--- src/rtl/wt_dcache_rd_arbiter.sv ---
// Read/write port arbiter for the write-through dcache tag/data arrays.
// Round-robin among read requesters with priority, starvation promotion and a registered response stage.
module wt_dcache_rd_arbiter #(
    parameter int unsigned NumPorts    = 3,
    parameter int unsigned TagWidth    = 44,
    parameter int unsigned IdxWidth    = 8,
    parameter int unsigned OffWidth    = 4,
    parameter int unsigned StarveLimit = 15
) (
    input  logic                         clk_i,
    input  logic                         rst_i,
    input  logic [NumPorts-1:0]          rd_req_i,
    input  logic [NumPorts-1:0]          rd_prio_i,
    input  logic [NumPorts*TagWidth-1:0] rd_tag_i,
    input  logic [NumPorts*IdxWidth-1:0] rd_idx_i,
    input  logic [NumPorts*OffWidth-1:0] rd_off_i,
    input  logic [NumPorts-1:0]          rd_tag_only_i,
    output logic [NumPorts-1:0]          rd_ack_o,
    input  logic                         wr_cl_vld_i,
    input  logic                         wr_req_i,
    output logic                         wr_ack_o,
    output logic                         arr_rd_en_o,
    output logic [IdxWidth-1:0]          arr_idx_o,
    output logic [OffWidth-1:0]          arr_off_o,
    output logic                         arr_tag_only_o,
    output logic                         resp_vld_o,
    output logic [NumPorts-1:0]          resp_port_o,
    output logic [TagWidth-1:0]          resp_tag_o,
    output logic [OffWidth-1:0]          resp_off_o
);

    localparam int unsigned PtrWidth = (NumPorts > 1) ? $clog2(NumPorts) : 1;
    localparam int unsigned CntWidth = 8;
    localparam logic [CntWidth-1:0] CntMax = CntWidth'(StarveLimit);

    logic [PtrWidth-1:0] rr_ptr_reg, rr_ptr_next;
    logic [CntWidth-1:0] starve_cnt_reg [NumPorts];
    logic [CntWidth-1:0] wr_starve_cnt_reg;

    logic [TagWidth-1:0] tag_arr [NumPorts];
    logic [IdxWidth-1:0] idx_arr [NumPorts];
    logic [OffWidth-1:0] off_arr [NumPorts];

    logic [NumPorts-1:0] promoted;
    logic [NumPorts-1:0] hi_set;
    logic [NumPorts-1:0] cand;
    logic                found;
    logic [PtrWidth-1:0] win_idx;
    logic                wr_forced;
    logic                rd_grant;

    genvar gi;
    generate
        for (gi = 0; gi < NumPorts; gi++) begin : g_port
            assign tag_arr[gi]  = rd_tag_i[gi*TagWidth +: TagWidth];
            assign idx_arr[gi]  = rd_idx_i[gi*IdxWidth +: IdxWidth];
            assign off_arr[gi]  = rd_off_i[gi*OffWidth +: OffWidth];
            // A starved low-priority port competes alongside the high-priority ones.
            assign promoted[gi] = rd_req_i[gi] & ~rd_prio_i[gi] & (starve_cnt_reg[gi] == CntMax);

            always_ff @(posedge clk_i or posedge rst_i) begin
                if (rst_i) begin
                    starve_cnt_reg[gi] <= '0;
                end else if (!wr_cl_vld_i) begin
                    if (!rd_req_i[gi] || rd_ack_o[gi]) begin
                        starve_cnt_reg[gi] <= '0;
                    end else if (starve_cnt_reg[gi] != CntMax) begin
                        starve_cnt_reg[gi] <= starve_cnt_reg[gi] + 1'b1;
                    end
                end
            end
        end
    endgenerate

    assign hi_set    = (rd_req_i & rd_prio_i) | promoted;
    assign cand      = (hi_set != '0) ? hi_set : rd_req_i;
    assign wr_forced = wr_req_i & (wr_starve_cnt_reg == CntMax);

    always_comb begin
        int unsigned p;
        p       = 0;
        found   = 1'b0;
        win_idx = '0;
        for (int unsigned k = 0; k < NumPorts; k++) begin
            p = (32'(rr_ptr_reg) + k) % NumPorts;
            if (!found && cand[p]) begin
                found   = 1'b1;
                win_idx = PtrWidth'(p);
            end
        end
    end

    // Reset also gates grants so nothing is issued while rst_i is held.
    assign rd_grant = found & ~wr_cl_vld_i & ~wr_forced & ~rst_i;
    assign wr_ack_o = wr_req_i & ~wr_cl_vld_i & ~rd_grant & ~rst_i;

    always_comb begin
        rd_ack_o = '0;
        if (rd_grant) begin
            rd_ack_o[win_idx] = 1'b1;
        end
    end

    assign arr_rd_en_o    = rd_grant;
    assign arr_idx_o      = rd_grant ? idx_arr[win_idx] : '0;
    assign arr_off_o      = rd_grant ? off_arr[win_idx] : '0;
    assign arr_tag_only_o = rd_grant & rd_tag_only_i[win_idx];

    always_comb begin
        rr_ptr_next = rr_ptr_reg;
        if (rd_grant) begin
            rr_ptr_next = (win_idx == PtrWidth'(NumPorts - 1)) ? '0 : win_idx + 1'b1;
        end
    end

    always_ff @(posedge clk_i or posedge rst_i) begin
        if (rst_i) begin
            rr_ptr_reg        <= '0;
            wr_starve_cnt_reg <= '0;
        end else begin
            rr_ptr_reg <= rr_ptr_next;
            if (!wr_cl_vld_i) begin
                if (!wr_req_i || wr_ack_o) begin
                    wr_starve_cnt_reg <= '0;
                end else if (wr_starve_cnt_reg != CntMax) begin
                    wr_starve_cnt_reg <= wr_starve_cnt_reg + 1'b1;
                end
            end
        end
    end

    // Response metadata lines up with the SRAM output one cycle after the grant.
    always_ff @(posedge clk_i or posedge rst_i) begin
        if (rst_i) begin
            resp_vld_o  <= 1'b0;
            resp_port_o <= '0;
            resp_tag_o  <= '0;
            resp_off_o  <= '0;
        end else begin
            resp_vld_o <= rd_grant;
            if (rd_grant) begin
                resp_port_o <= rd_ack_o;
                resp_tag_o  <= tag_arr[win_idx];
                resp_off_o  <= off_arr[win_idx];
            end
        end
    end

endmodule

--- config.mk ---
export PLATFORM = sky130hd
export DESIGN_NAME = wt_dcache_rd_arbiter
export DESIGN_NICKNAME = d
export VERILOG_FILES = /design/src/rtl/wt_dcache_rd_arbiter.sv
export SDC_FILE = /design/constraint.sdc
export NUM_CORES = 1
export LEC_CHECK = 0
export BUFFER_PORTS_ARGS = -buffer_cell sky130_fd_sc_hd__buf_2
export CAP_MARGIN = 20
export CORE_AREA = 10 10 113 115
export CTS_CLUSTER_SIZE = 40
export DETAILED_ROUTE_END_ITERATION = 12
export DIE_AREA = 0 0 123 125
export HOLD_SLACK_MARGIN = 0.03
export PLACE_DENSITY_LB_ADDON = 0.15
export SLEW_MARGIN = 20
export SYNTH_ARGS = -nofsm -noshare
export SYNTH_HDL_FRONTEND = slang
export SYNTH_SLANG_ARGS = --single-unit
--- constraint.sdc ---
create_clock -name clk_i -period 7.5 [get_ports clk_i]
set_input_delay 1.125 -clock clk_i [delete_from_list [all_inputs] [get_ports clk_i]]
set_output_delay 1.125 -clock clk_i [all_outputs]
set_load 0.1 [all_outputs]
==> impl_metrics.prom, run 1 <==
# TYPE chip_impl_metric gauge
chip_impl_info{name="status",value="finished, final reports clean"} 1
chip_impl_metric{name="holdBufCountCts",unit=""} 0
chip_impl_metric{name="static-leakage-power",unit="uW"} 0.00313
chip_impl_metric{name="max_cap_viols",unit=""} 0
chip_impl_metric{name="fin_ws",unit="ps"} 2280
chip_impl_metric{name="overflow",unit=""} 0
chip_impl_info{name="cp-start-kind",value="primary input"} 1
chip_impl_metric{name="fillers",unit=""} 947
chip_impl_info{name="timing.critical_path.max_delay_family",value="compound AO/OA/AOI/OAI gates"} 1
chip_impl_metric{name="slew_headroom",unit="%"} 29.8
chip_impl_metric{name="reg2reg_depth",unit=""} 7
chip_impl_metric{name="postSynthNetCount",unit=""} 770
chip_impl_metric{name="cts-root-to-sink-buffers",unit=""} 2
chip_impl_info{name="rsz0062_at_grt",value="no"} 1
chip_impl_info{name="worst_r2r_startpoint",value="starve_cnt_reg[20]"} 1
chip_impl_metric{name="ff2ff_setup_slack",unit="ps"} 4090
chip_impl_info{name="crit_type",value="in -> out"} 1
chip_impl_metric{name="htreeDepth",unit=""} 3
chip_impl_info{name="crit_end",value="arr_idx_o[3]"} 1
chip_impl_metric{name="place_hpwl",unit="um"} 14900
chip_impl_metric{name="worstSkewPairLatency",unit="ps"} 350
chip_impl_metric{name="route.detailed.drc",unit=""} 0
chip_impl_metric{name="routed_via_density",unit=""} 5.92
chip_impl_metric{name="largest_reg_flops",unit=""} 44
chip_impl_metric{name="seq_area_frac_synth",unit="%"} 42.2
chip_impl_metric{name="synthDistinctLibCells",unit=""} 66
chip_impl_metric{name="detailroute.via_count",unit=""} 5658
chip_impl_info{name="ys_top_cells_by_area",value="dfrtp_1 42%, a221oi_1 7.6%, nor2_1 5.3%, nand3_1 4.2%, o21ai_0 4.2%"} 1
chip_impl_info{name="most_common_library_cells_after_synthesis",value="86 x dfrtp_1, 72 x nor2_1, 52 x nand2_1, 44 x a221oi_1"} 1
chip_impl_info{name="crit_path_start",value="rd_req_i[0]"} 1
chip_impl_metric{name="grt_max_degree",unit=""} 87
chip_impl_metric{name="worst_ep_required_time",unit="ps"} 6380
chip_impl_metric{name="grt_util_all_layers",unit="%"} 23.8
chip_impl_metric{name="initial_utilization",unit="%"} 48.1
chip_impl_metric{name="drt_iter0_drc",unit=""} 382
chip_impl_metric{name="finalClockSkew",unit="ps"} 13.0
chip_impl_metric{name="final_net_count",unit=""} 997
chip_impl_info{name="critical-path-top-cell-by-count",value="buf_2"} 1
chip_impl_metric{name="final_max_slew_viols",unit=""} 0
chip_impl_metric{name="initial_antenna_violation_count",unit=""} 2
chip_impl_metric{name="netlist_instances",unit=""} 583
chip_impl_metric{name="row_count",unit=""} 38
chip_impl_metric{name="drtAntennaViolNets",unit=""} 0
chip_impl_metric{name="layout_cell_share_with_drive_strength_beyond_1",unit="%"} 36.8
chip_impl_info{name="cts_tree",value="built"} 1
chip_impl_metric{name="route.detailed.wl_per_inst",unit="um"} 20.2
chip_impl_metric{name="post_synth_instance_area",unit="sq mm"} 0.00510
chip_impl_metric{name="layout_worst_path_cycle_share",unit="%"} 69.5
chip_impl_info{name="synth.most_common_cell",value="dfrtp_1"} 1
chip_impl_metric{name="cts_inserted_buffers",unit=""} 9
chip_impl_metric{name="path_depth",unit=""} 10
chip_impl_metric{name="core-area",unit="sq mm"} 0.0106
chip_impl_metric{name="total_of_flip_flops_plus_latches_after_synthesis",unit=""} 86
chip_impl_metric{name="via_count_of_the_first_global_routing_pass",unit=""} 5500
chip_impl_metric{name="grt_first_pass_wirelength",unit="um"} 29300
chip_impl_metric{name="buffers_on_ports",unit=""} 250
chip_impl_metric{name="total_negative_setup_slacks",unit="ps"} 0
chip_impl_info{name="synth-main-ff-cell",value="dfrtp_1"} 1
chip_impl_metric{name="yosysTopAreaCellShare",unit="%"} 42.2
chip_impl_metric{name="final_util",unit="%"} 61.8
chip_impl_metric{name="dpl_cell_area",unit="sq mm"} 0.00636
chip_impl_metric{name="die_h",unit="um"} 125
chip_impl_info{name="worst_path_max_delay_cell",value="o22a_2"} 1
chip_impl_info{name="synth_top_cell_by_area",value="dfrtp_1"} 1
chip_impl_metric{name="postRouteWirelength",unit="um"} 19300
chip_impl_metric{name="detailed_router_iteration_count_before_antenna_repair",unit=""} 5
chip_impl_info{name="endpoint_kind",value="primary output"} 1
chip_impl_metric{name="slowest_cell_delay_on_critical_path",unit="ps"} 710
chip_impl_metric{name="bufs_and_invs_on_worst_path",unit=""} 3
chip_impl_metric{name="timing.final.crit_period",unit="ps"} 5220
chip_impl_metric{name="cts_setup_buffers",unit=""} 0
chip_impl_metric{name="path_clk_slew",unit="ps"} 90
chip_impl_metric{name="power_density",unit="mW/mm^2"} 470
chip_impl_metric{name="worstMarginPinSlew",unit="ps"} 1050
chip_impl_metric{name="crit_arrival",unit="ps"} 4090
chip_impl_metric{name="cts_sinks",unit=""} 86
chip_impl_metric{name="stdcell_area",unit="sq mm"} 0.00655
chip_impl_metric{name="irDropWorstVdd",unit="uV"} 428
chip_impl_metric{name="synth_area_per_cell",unit="sq um"} 8.75
chip_impl_metric{name="largest_fanout_of_any_net_on_the_critical_path",unit=""} 34
chip_impl_metric{name="timing.final.setup_violations",unit=""} 0
chip_impl_info{name="hold_class",value="reg -> reg"} 1
chip_impl_metric{name="final_hold_viol_count",unit=""} 0
chip_impl_metric{name="fmax",unit="MHz"} 192
chip_impl_metric{name="ys_async_sr_fraction",unit="%"} 100
chip_impl_metric{name="synth-edff-count",unit=""} 0
chip_impl_metric{name="dp_worst_setup_slack",unit="ps"} 2300
chip_impl_metric{name="syn2layout_area_growth",unit="%"} 28.4
chip_impl_metric{name="io_pins",unit=""} 251
chip_impl_metric{name="place.gp.congestion",unit=""} 0.892
chip_impl_metric{name="die_w",unit="um"} 123
chip_impl_info{name="regToRegEndpoint",value="starve_cnt_reg[21]"} 1
chip_impl_metric{name="cts_resized",unit=""} 0
chip_impl_metric{name="yosysWarnings",unit=""} 0
chip_impl_info{name="worstPathCellList",value="buf_2 -> and2_1 -> a31oi_1 -> a311oi_1 -> o221ai_2 -> o22a_2 -> buf_4 -> nand2_1 -> a21oi_1 -> buf_2"} 1
chip_impl_metric{name="dieArea",unit="sq mm"} 0.0154
chip_impl_info{name="cts_root_buffer",value="clkbuf_8"} 1
-- worst min-delay path by stage --
stage	start	end	slack, ps	depth (start not counted)
after floorplan	starve_cnt_reg[4]	starve_cnt_reg[4]	470	1
after global placement	resp_port_o[1]	resp_port_o[1]	460	1
after detailed placement	resp_port_o[1]	resp_port_o[1]	470	1
after CTS	resp_port_o[1]	resp_port_o[1]	490	1
final	resp_port_o[1]	resp_port_o[1]	490	1
after global routing	resp_off_o[2]	resp_off_o[2]	510	2
-- cell type report --
cell class | count | area (sq um) | area share [%]
Tap cell | 140 | 175 | 2.67
Inverter | 16 | 61.3 | 0.936
Antenna cell | 1 | 2.50 | 0.0382
Multi-Input combinational cell | 440 | 2670 | 40.8
Clock buffer | 11 | 151 | 2.31
Clock inverter | 5 | 31.3 | 0.477
Timing Repair Buffer | 257 | 1310 | 20.0
Sequential cell | 86 | 2150 | 32.8
-- kinds of logic (layout without fill, tap and decap cells) --
group | count (synthesis) | in the layout | synth area share [%]
simple gates | 220 | 220 | 20.5
flops | 86 | 86 | 42.2
mux | 3 | 3 | 0.638
fa+ha+maj | 8 | 8 | 1.86
buf+inv | 57 | 289 | 5.74
other cells | 0 | 1 | 0
compound gates | 209 | 209 | 29.0
-- metal layers --
layer | global-route usage [%] | part of all wire (%) | vias up
met4 | 5.00 | 0.90 | 2
met5 | 0 | 0.036 | -
met1 | 27.4 | 38 | 2732
met2 | 42.4 | 54 | 252
li1 | - | - | 2650
met3 | 7.16 | 7.4 | 22
-- placed cells by master (no fill, tap or decap), types with 5 or more instances in the layout --
| master | n |
|---|---|
| buf_2 | 250 |
| dfrtp_1 | 86 |
| nor2_1 | 71 |
| nand2_1 | 52 |
| a221oi_1 | 44 |
| nand3_1 | 43 |
| o21ai_0 | 43 |
| a21oi_1 | 39 |
| inv_1 | 13 |
| clkbuf_8 | 11 |
| a22oi_1 | 10 |
| o21ai_1 | 10 |
| nor3_1 | 9 |
| a22o_1 | 8 |
| o211ai_1 | 7 |
| ha_1 | 6 |
| buf_4 | 6 |
| and3_1 | 5 |
| a21o_1 | 5 |
| and2_1 | 5 |
| nor4_1 | 5 |
-- per-stage QoR --
step                      cells  total power (uW)  hold slack, ps
after floorplan             583              2390             473
after global placement      939              2750             459
after detailed placement    939              2780             467
after CTS                   955              3090             490
after global routing        956              3220             509
final                       956              3080             489
-- power by group --
| group | switching (uW) | leakage (uW) | internal (uW) |
|---|---|---|---|
| Combinational | 1670 | 0.00198 | 361 |
| Clock | 169 | 0.0000955 | 138 |
| Sequential | 116 | 0.00105 | 629 |
No activity file was read; power rests on OpenSTA's default activity.
==> run 2: changes to the inputs <==
--- a/config.mk
+++ b/config.mk
@@ -7,10 +7,10 @@
 export LEC_CHECK = 0
 export BUFFER_PORTS_ARGS = -buffer_cell sky130_fd_sc_hd__buf_2
 export CAP_MARGIN = 20
-export CORE_AREA = 10 10 113 115
+export CORE_AREA = 10 10 116 118
 export CTS_CLUSTER_SIZE = 40
 export DETAILED_ROUTE_END_ITERATION = 12
-export DIE_AREA = 0 0 123 125
+export DIE_AREA = 0 0 126 128
 export HOLD_SLACK_MARGIN = 0.03
 export PLACE_DENSITY_LB_ADDON = 0.15
 export SLEW_MARGIN = 20
==> constraint.sdc (replaced) <==
create_clock -name clk_i -period 4.85 [get_ports clk_i]
set_input_delay 0.7275 -clock clk_i [delete_from_list [all_inputs] [get_ports clk_i]]
set_output_delay 0.7275 -clock clk_i [all_outputs]
set_load 0.1 [all_outputs]
==> impl_metrics.prom, run 2 (synthesis gave the netlist of run 1 again) <==
# TYPE chip_impl_metric gauge
chip_impl_metric{name="die_w",unit="um"} 126
chip_impl_metric{name="intPower",unit="uW"} 2010
chip_impl_metric{name="crit_arrival",unit="ps"} 3510
chip_impl_metric{name="timing.final.crit_period",unit="ps"} 4240
chip_impl_metric{name="dieArea",unit="sq mm"} 0.0161
chip_impl_info{name="crit_type",value="reg -> out"} 1
chip_impl_info{name="rsz0062_at_grt",value="no"} 1
chip_impl_metric{name="initial_antenna_violation_count",unit=""} 4
chip_impl_info{name="status",value="finished, final reports clean"} 1
chip_impl_metric{name="cts_setup_buffers",unit=""} 0
chip_impl_metric{name="fin_worst_hold_slack",unit="ps"} 473
chip_impl_metric{name="place.gp.congestion",unit=""} 0.942
chip_impl_metric{name="die_h",unit="um"} 128
chip_impl_metric{name="number_of_cells_in_the_design_after_placement",unit=""} 945
chip_impl_metric{name="layout_cell_share_with_drive_strength_beyond_1",unit="%"} 36.8
chip_impl_metric{name="grt_first_pass_wirelength",unit="um"} 30400
chip_impl_metric{name="overflow",unit=""} 0
chip_impl_metric{name="syn2layout_area_growth",unit="%"} 32.3
chip_impl_metric{name="worstSkewPairLatency",unit="ps"} 340
chip_impl_metric{name="globalRouteMet1Util",unit="%"} 26.7
chip_impl_metric{name="initial_utilization",unit="%"} 45.5
chip_impl_info{name="crit_path_start",value="starve_cnt_reg[20]"} 1
chip_impl_metric{name="power.share.sequential",unit="%"} 22.6
chip_impl_info{name="hold_class",value="reg -> reg"} 1
chip_impl_metric{name="layout_worst_path_cycle_share",unit="%"} 87.4
chip_impl_metric{name="route.detailed.wl_per_inst",unit="um"} 20.3
chip_impl_metric{name="finalClockSkew",unit="ps"} 8.06
chip_impl_info{name="min-delay-start",value="resp_off_o[3]"} 1
chip_impl_metric{name="via_count_of_the_first_global_routing_pass",unit=""} 5684
chip_impl_metric{name="power_density",unit="mW/mm^2"} 746
chip_impl_metric{name="power.switching",unit="uW"} 3030
chip_impl_metric{name="fmax",unit="MHz"} 236
chip_impl_metric{name="final_net_count",unit=""} 1000
chip_impl_metric{name="cts_sinks",unit=""} 86
chip_impl_metric{name="timing.final.setup_violations",unit=""} 0
chip_impl_info{name="endpoint_kind",value="primary output"} 1
chip_impl_metric{name="combinationalPowerShare",unit="%"} 62.6
chip_impl_metric{name="p_clk_share",unit="%"} 14.8
chip_impl_metric{name="cts-root-to-sink-buffers",unit=""} 2
chip_impl_metric{name="htreeDepth",unit=""} 3
chip_impl_metric{name="grt_max_degree",unit=""} 66
chip_impl_info{name="worst_r2r_startpoint",value="rr_ptr_reg[0]"} 1
chip_impl_metric{name="detailroute.via_count",unit=""} 5693
chip_impl_metric{name="route.detailed.drc",unit=""} 0
chip_impl_metric{name="total_negative_setup_slacks",unit="ps"} 0
chip_impl_metric{name="final_max_slew_viols",unit=""} 0
chip_impl_metric{name="slew_headroom",unit="%"} 58.2
chip_impl_metric{name="groute.layer.met2.usage",unit="%"} 39.5
chip_impl_info{name="cts_root_buffer",value="clkbuf_16"} 1
chip_impl_metric{name="worstMarginPinSlew",unit="ps"} 626
chip_impl_metric{name="static-leakage-power",unit="uW"} 0.00321
chip_impl_info{name="globalRoute.busiestLayer",value="met2"} 1
chip_impl_metric{name="row_count",unit=""} 39
chip_impl_metric{name="core-area",unit="sq mm"} 0.0112
chip_impl_metric{name="detailed_router_iteration_count_before_antenna_repair",unit=""} 5
chip_impl_metric{name="drtAntennaViolNets",unit=""} 0
chip_impl_metric{name="holdBufCountCts",unit=""} 0
chip_impl_metric{name="power_switching_share",unit="%"} 60.1
chip_impl_info{name="mostFrequentLayoutCell",value="buf_2"} 1
chip_impl_metric{name="path_clk_slew",unit="ps"} 60
chip_impl_metric{name="cts_inserted_buffers",unit=""} 9
chip_impl_metric{name="routed_via_density",unit=""} 5.91
chip_impl_info{name="cp-start-kind",value="register"} 1
chip_impl_metric{name="largest_reg_flops",unit=""} 44
chip_impl_metric{name="drt_iter0_drc",unit=""} 463
chip_impl_metric{name="irDropWorstVdd",unit="uV"} 752
chip_impl_metric{name="largest_fanout_of_any_net_on_the_critical_path",unit=""} 26
chip_impl_metric{name="layout.cells.non_filler",unit=""} 963
chip_impl_metric{name="place_hpwl",unit="um"} 15300
chip_impl_metric{name="postRouteWirelength",unit="um"} 19600
chip_impl_metric{name="buffers_on_ports",unit=""} 250
chip_impl_metric{name="final_hold_viol_count",unit=""} 0
chip_impl_metric{name="grt_util_all_layers",unit="%"} 23.0
chip_impl_metric{name="max_cap_viols",unit=""} 0
chip_impl_metric{name="worst_ep_required_time",unit="ps"} 4120
chip_impl_info{name="most-common-layout-cells",value="249 x buf_2, 86 x dfrtp_1, 71 x nor2_1"} 1
chip_impl_metric{name="cts_resized",unit=""} 0
chip_impl_info{name="cts_tree",value="built"} 1
chip_impl_metric{name="use_met3",unit="%"} 7.73
chip_impl_metric{name="io_pins",unit=""} 251
run 2: metal layers:
metal	part of all wire [%]	routed length (um)
met1	38	7400
met5	0.14	27
met2	52	10200
met4	2.2	437
met3	7.6	1490
run 2: cell type report:
| cell class | instances | area (sq um) |
|---|---|---|
| clock inverters | 4 | 70.1 |
| diodes | 2 | 5.00 |
| multi-input cells | 440 | 2670 |
| flip-flops and latches | 86 | 2150 |
| fillers | 997 | 4470 |
| inverters | 16 | 63.8 |
| repair buffers | 260 | 1360 |
| clock buffers | 12 | 246 |
| well taps | 143 | 179 |
run 2: per-stage QoR:
stage	worst slack [ps]	total power (uW)	cell area, sq um	utilization (%)
finish	613	5040	6750	60.1
global route	403	5270	6750	60.1
CTS	603	5060	6740	60.1
detailed placement	748	4300	6430	57.3
global placement	835	4260	6400	57.0
floorplan	387	3700	5110	-
run 2: worst paths after layout:
path,end,slack [ps],cells after the start
worst min-delay path,resp_off_o[3],470,2
worst max-delay path,arr_idx_o[0],610,8
min in group asynchronous,wr_starve_cnt_reg[4],610,3
max in group asynchronous,resp_tag_o[27],3620,4
worst min register to register,resp_off_o[3],470,2
worst max register to register,resp_tag_o[20],1540,11
run 2: critical path, cell delays in order (launching register included):
cell     delay, ps
dfrtp_1        480
nor4_4         420
a31oi_1        220
maj3_1         410
nor2_2         290
o22a_2         570
nand2_1        130
a21oi_1        190
buf_2          450
run 2: power groups by stage:
| stage | registers, uW | logic [uW] | clock network [uW] |
|---|---|---|---|
| final | 1140 | 3150 | 745 |
| after global routing | 1170 | 3300 | 795 |
| after CTS | 1140 | 3160 | 759 |
| after detailed placement | 1150 | 3160 | 0 |
| after global placement | 1140 | 3120 | 0 |
| after floorplan | 2660 | 1030 | 0 |
==> run 3: changes to the inputs <==
--- a/config.mk
+++ b/config.mk
@@ -7,10 +7,12 @@
 export LEC_CHECK = 0
 export BUFFER_PORTS_ARGS = -buffer_cell sky130_fd_sc_hd__buf_2
 export CAP_MARGIN = 20
-export CORE_AREA = 10 10 116 118
+export CELL_PAD_IN_SITES_DETAIL_PLACEMENT = 1
+export CELL_PAD_IN_SITES_GLOBAL_PLACEMENT = 1
+export CORE_AREA = 10 10 136 138
 export CTS_CLUSTER_SIZE = 40
 export DETAILED_ROUTE_END_ITERATION = 12
-export DIE_AREA = 0 0 126 128
+export DIE_AREA = 0 0 146 148
 export HOLD_SLACK_MARGIN = 0.03
 export PLACE_DENSITY_LB_ADDON = 0.15
 export SLEW_MARGIN = 20
==> impl_metrics.prom, run 3 (synthesis gave the netlist of run 1 again) <==
# TYPE chip_impl_metric gauge
chip_impl_metric{name="crit_arrival",unit="ps"} 3510
chip_impl_metric{name="holdBufCountCts",unit=""} 0
chip_impl_metric{name="overflow",unit=""} 0
chip_impl_metric{name="worstSkewPairLatency",unit="ps"} 350
chip_impl_metric{name="route.detailed.drc",unit=""} 0
chip_impl_metric{name="irDropWorstVdd",unit="uV"} 550
chip_impl_metric{name="die_h",unit="um"} 148
chip_impl_metric{name="grt_max_degree",unit=""} 72
chip_impl_metric{name="place.gp.congestion",unit=""} 0.847
chip_impl_metric{name="bufs_and_invs_on_worst_path",unit=""} 1
chip_impl_info{name="cts_tree",value="built"} 1
chip_impl_metric{name="cts_resized",unit=""} 0
chip_impl_metric{name="syn2layout_area_growth",unit="%"} 35.4
chip_impl_metric{name="buffers_on_ports",unit=""} 250
chip_impl_metric{name="routed_via_density",unit=""} 5.49
chip_impl_metric{name="finalClockSkew",unit="ps"} 5.09
chip_impl_metric{name="fmax",unit="MHz"} 236
chip_impl_metric{name="htreeDepth",unit=""} 3
chip_impl_metric{name="path_clk_slew",unit="ps"} 60
chip_impl_metric{name="worst_ep_required_time",unit="ps"} 4120
chip_impl_metric{name="dpl_cell_area",unit="sq mm"} 0.00654
chip_impl_metric{name="initial_utilization",unit="%"} 32.5
chip_impl_metric{name="drtAntennaViolNets",unit=""} 0
chip_impl_metric{name="final_net_count",unit=""} 998
chip_impl_metric{name="grt_util_all_layers",unit="%"} 19.9
chip_impl_metric{name="worstMarginPinSlew",unit="ps"} 777
chip_impl_metric{name="cts_sinks",unit=""} 86
chip_impl_info{name="endpoint_kind",value="primary output"} 1
chip_impl_info{name="crit_type",value="reg -> out"} 1
chip_impl_metric{name="die_w",unit="um"} 146
chip_impl_metric{name="grt_first_pass_wirelength",unit="um"} 34600
chip_impl_metric{name="postRouteWirelength",unit="um"} 22200
chip_impl_metric{name="via_count_of_the_first_global_routing_pass",unit=""} 6170
chip_impl_metric{name="drt_iter0_drc",unit=""} 262
chip_impl_metric{name="final_max_slew_viols",unit=""} 0
chip_impl_metric{name="slowest_cell_delay_on_critical_path",unit="ps"} 650
chip_impl_info{name="hold_class",value="reg -> reg"} 1
chip_impl_metric{name="cts-root-to-sink-buffers",unit=""} 2
chip_impl_metric{name="cts_setup_buffers",unit=""} 0
chip_impl_metric{name="final_util",unit="%"} 44.0
chip_impl_metric{name="power_density",unit="mW/mm^2"} 752
chip_impl_metric{name="total_negative_setup_slacks",unit="ps"} 0
chip_impl_metric{name="io_pins",unit=""} 251
chip_impl_metric{name="route.detailed.wl_per_inst",unit="um"} 21.5
chip_impl_metric{name="core-area",unit="sq mm"} 0.0157
chip_impl_metric{name="cts_inserted_buffers",unit=""} 9
chip_impl_info{name="worst_path_max_delay_cell",value="nor2_4"} 1
chip_impl_metric{name="initial_antenna_violation_count",unit=""} 2
chip_impl_metric{name="fillers",unit=""} 1935
chip_impl_metric{name="detailed_router_iteration_count_before_antenna_repair",unit=""} 4
chip_impl_metric{name="largest_reg_flops",unit=""} 44
chip_impl_info{name="cts_root_buffer",value="clkbuf_16"} 1
chip_impl_info{name="status",value="finished, final reports clean"} 1
chip_impl_metric{name="largest_fanout_of_any_net_on_the_critical_path",unit=""} 29
chip_impl_info{name="timing.critical_path.max_delay_family",value="simple AND/OR/NAND/NOR gates"} 1
chip_impl_info{name="rsz0062_at_grt",value="no"} 1
chip_impl_metric{name="static-leakage-power",unit="uW"} 0.00321
chip_impl_metric{name="layout_worst_path_cycle_share",unit="%"} 87.3
chip_impl_metric{name="final_hold_viol_count",unit=""} 0
chip_impl_metric{name="timing.final.crit_period",unit="ps"} 4230
chip_impl_info{name="worstPathCellList",value="or4_4 -> o21ai_4 -> nor2_1 -> o31a_1 -> nor2_4 -> a22oi_1 -> a21oi_1 -> buf_2"} 1
chip_impl_metric{name="place_hpwl",unit="um"} 17400
chip_impl_metric{name="layout_cell_share_with_drive_strength_beyond_1",unit="%"} 36.8
chip_impl_info{name="mostFrequentLayoutCell",value="buf_2"} 1
chip_impl_info{name="most-common-layout-cells",value="245 x buf_2, 86 x dfrtp_1, 71 x nor2_1"} 1
chip_impl_metric{name="max_cap_viols",unit=""} 0
chip_impl_metric{name="stdcell_area",unit="sq mm"} 0.00691
chip_impl_info{name="cp-start-kind",value="register"} 1
chip_impl_metric{name="dieArea",unit="sq mm"} 0.0216
chip_impl_metric{name="slew_headroom",unit="%"} 48.1
chip_impl_metric{name="row_count",unit=""} 46
chip_impl_metric{name="detailroute.via_count",unit=""} 5671
chip_impl_metric{name="timing.final.setup_violations",unit=""} 0
## run 3: changes by cell type in the layout (fill, tap and decap cells not counted)
cell	before	now
buf_4	9	8
bufinv_16	2	4
clkbuf_1	2	0
buf_16	1	0
buf_12	1	5
clkbuf_8	1	0
clkinv_2	2	0
clkinvlp_4	1	3
buf_2	249	245
## run 3: where the power goes
group / total, uW / switching, uW / leakage [uW] / internal, uW
clock: 849 / 296 / 0.000168 / 553
combinational: 3200 / 2620 / 0.00200 / 586
sequential: 1150 / 173 / 0.00105 / 974
## run 3: worst paths after layout
check                                   from  slack, ps                    to  depth (start not counted)
max                        starve_cnt_reg[4]        620          arr_idx_o[5]                          8
min                           resp_port_o[2]        480        resp_port_o[2]                          1
max reg2reg                    rr_ptr_reg[0]       1560        resp_tag_o[26]                         10
min reg2reg                   resp_port_o[2]        480        resp_port_o[2]                          1
max in group asynchronous              rst_i       3090  wr_starve_cnt_reg[5]                          3
min in group asynchronous              rst_i        540  wr_starve_cnt_reg[4]                          2
## run 3: metrics by stage
stage	total power [uW]	cells	worst slack (ps)	hold slack, ps
after CTS	5260	1031	600	488
final	5200	1033	617	484
after floorplan	3700	583	387	473
after global placement	4320	1016	867	457
after global routing	5450	1032	433	502
after detailed placement	4390	1016	745	474
## run 3: per-layer routing
metal / up-vias / part of all wire (%) / GRT usage (%)
met3: 33 / 6.7 / 5.68
met2: 200 / 52 / 35.2
met5: - / 0 / 0
li1: 2650 / - / -
met1: 2788 / 39 / 22.1
met4: 0 / 2.6 / 7.91
## run 3: layout make-up
cell class,count,area (sq um),area share [%]
multi-input combinational,440,2670,38.7
timing repair buffer,258,1390,20.1
clock buffer,9,225,3.26
inverter,16,63.8,0.924
antenna,2,5.00,0.0724
clock inverter,6,135,1.96
tap,216,270,3.91
sequential,86,2150,31.1
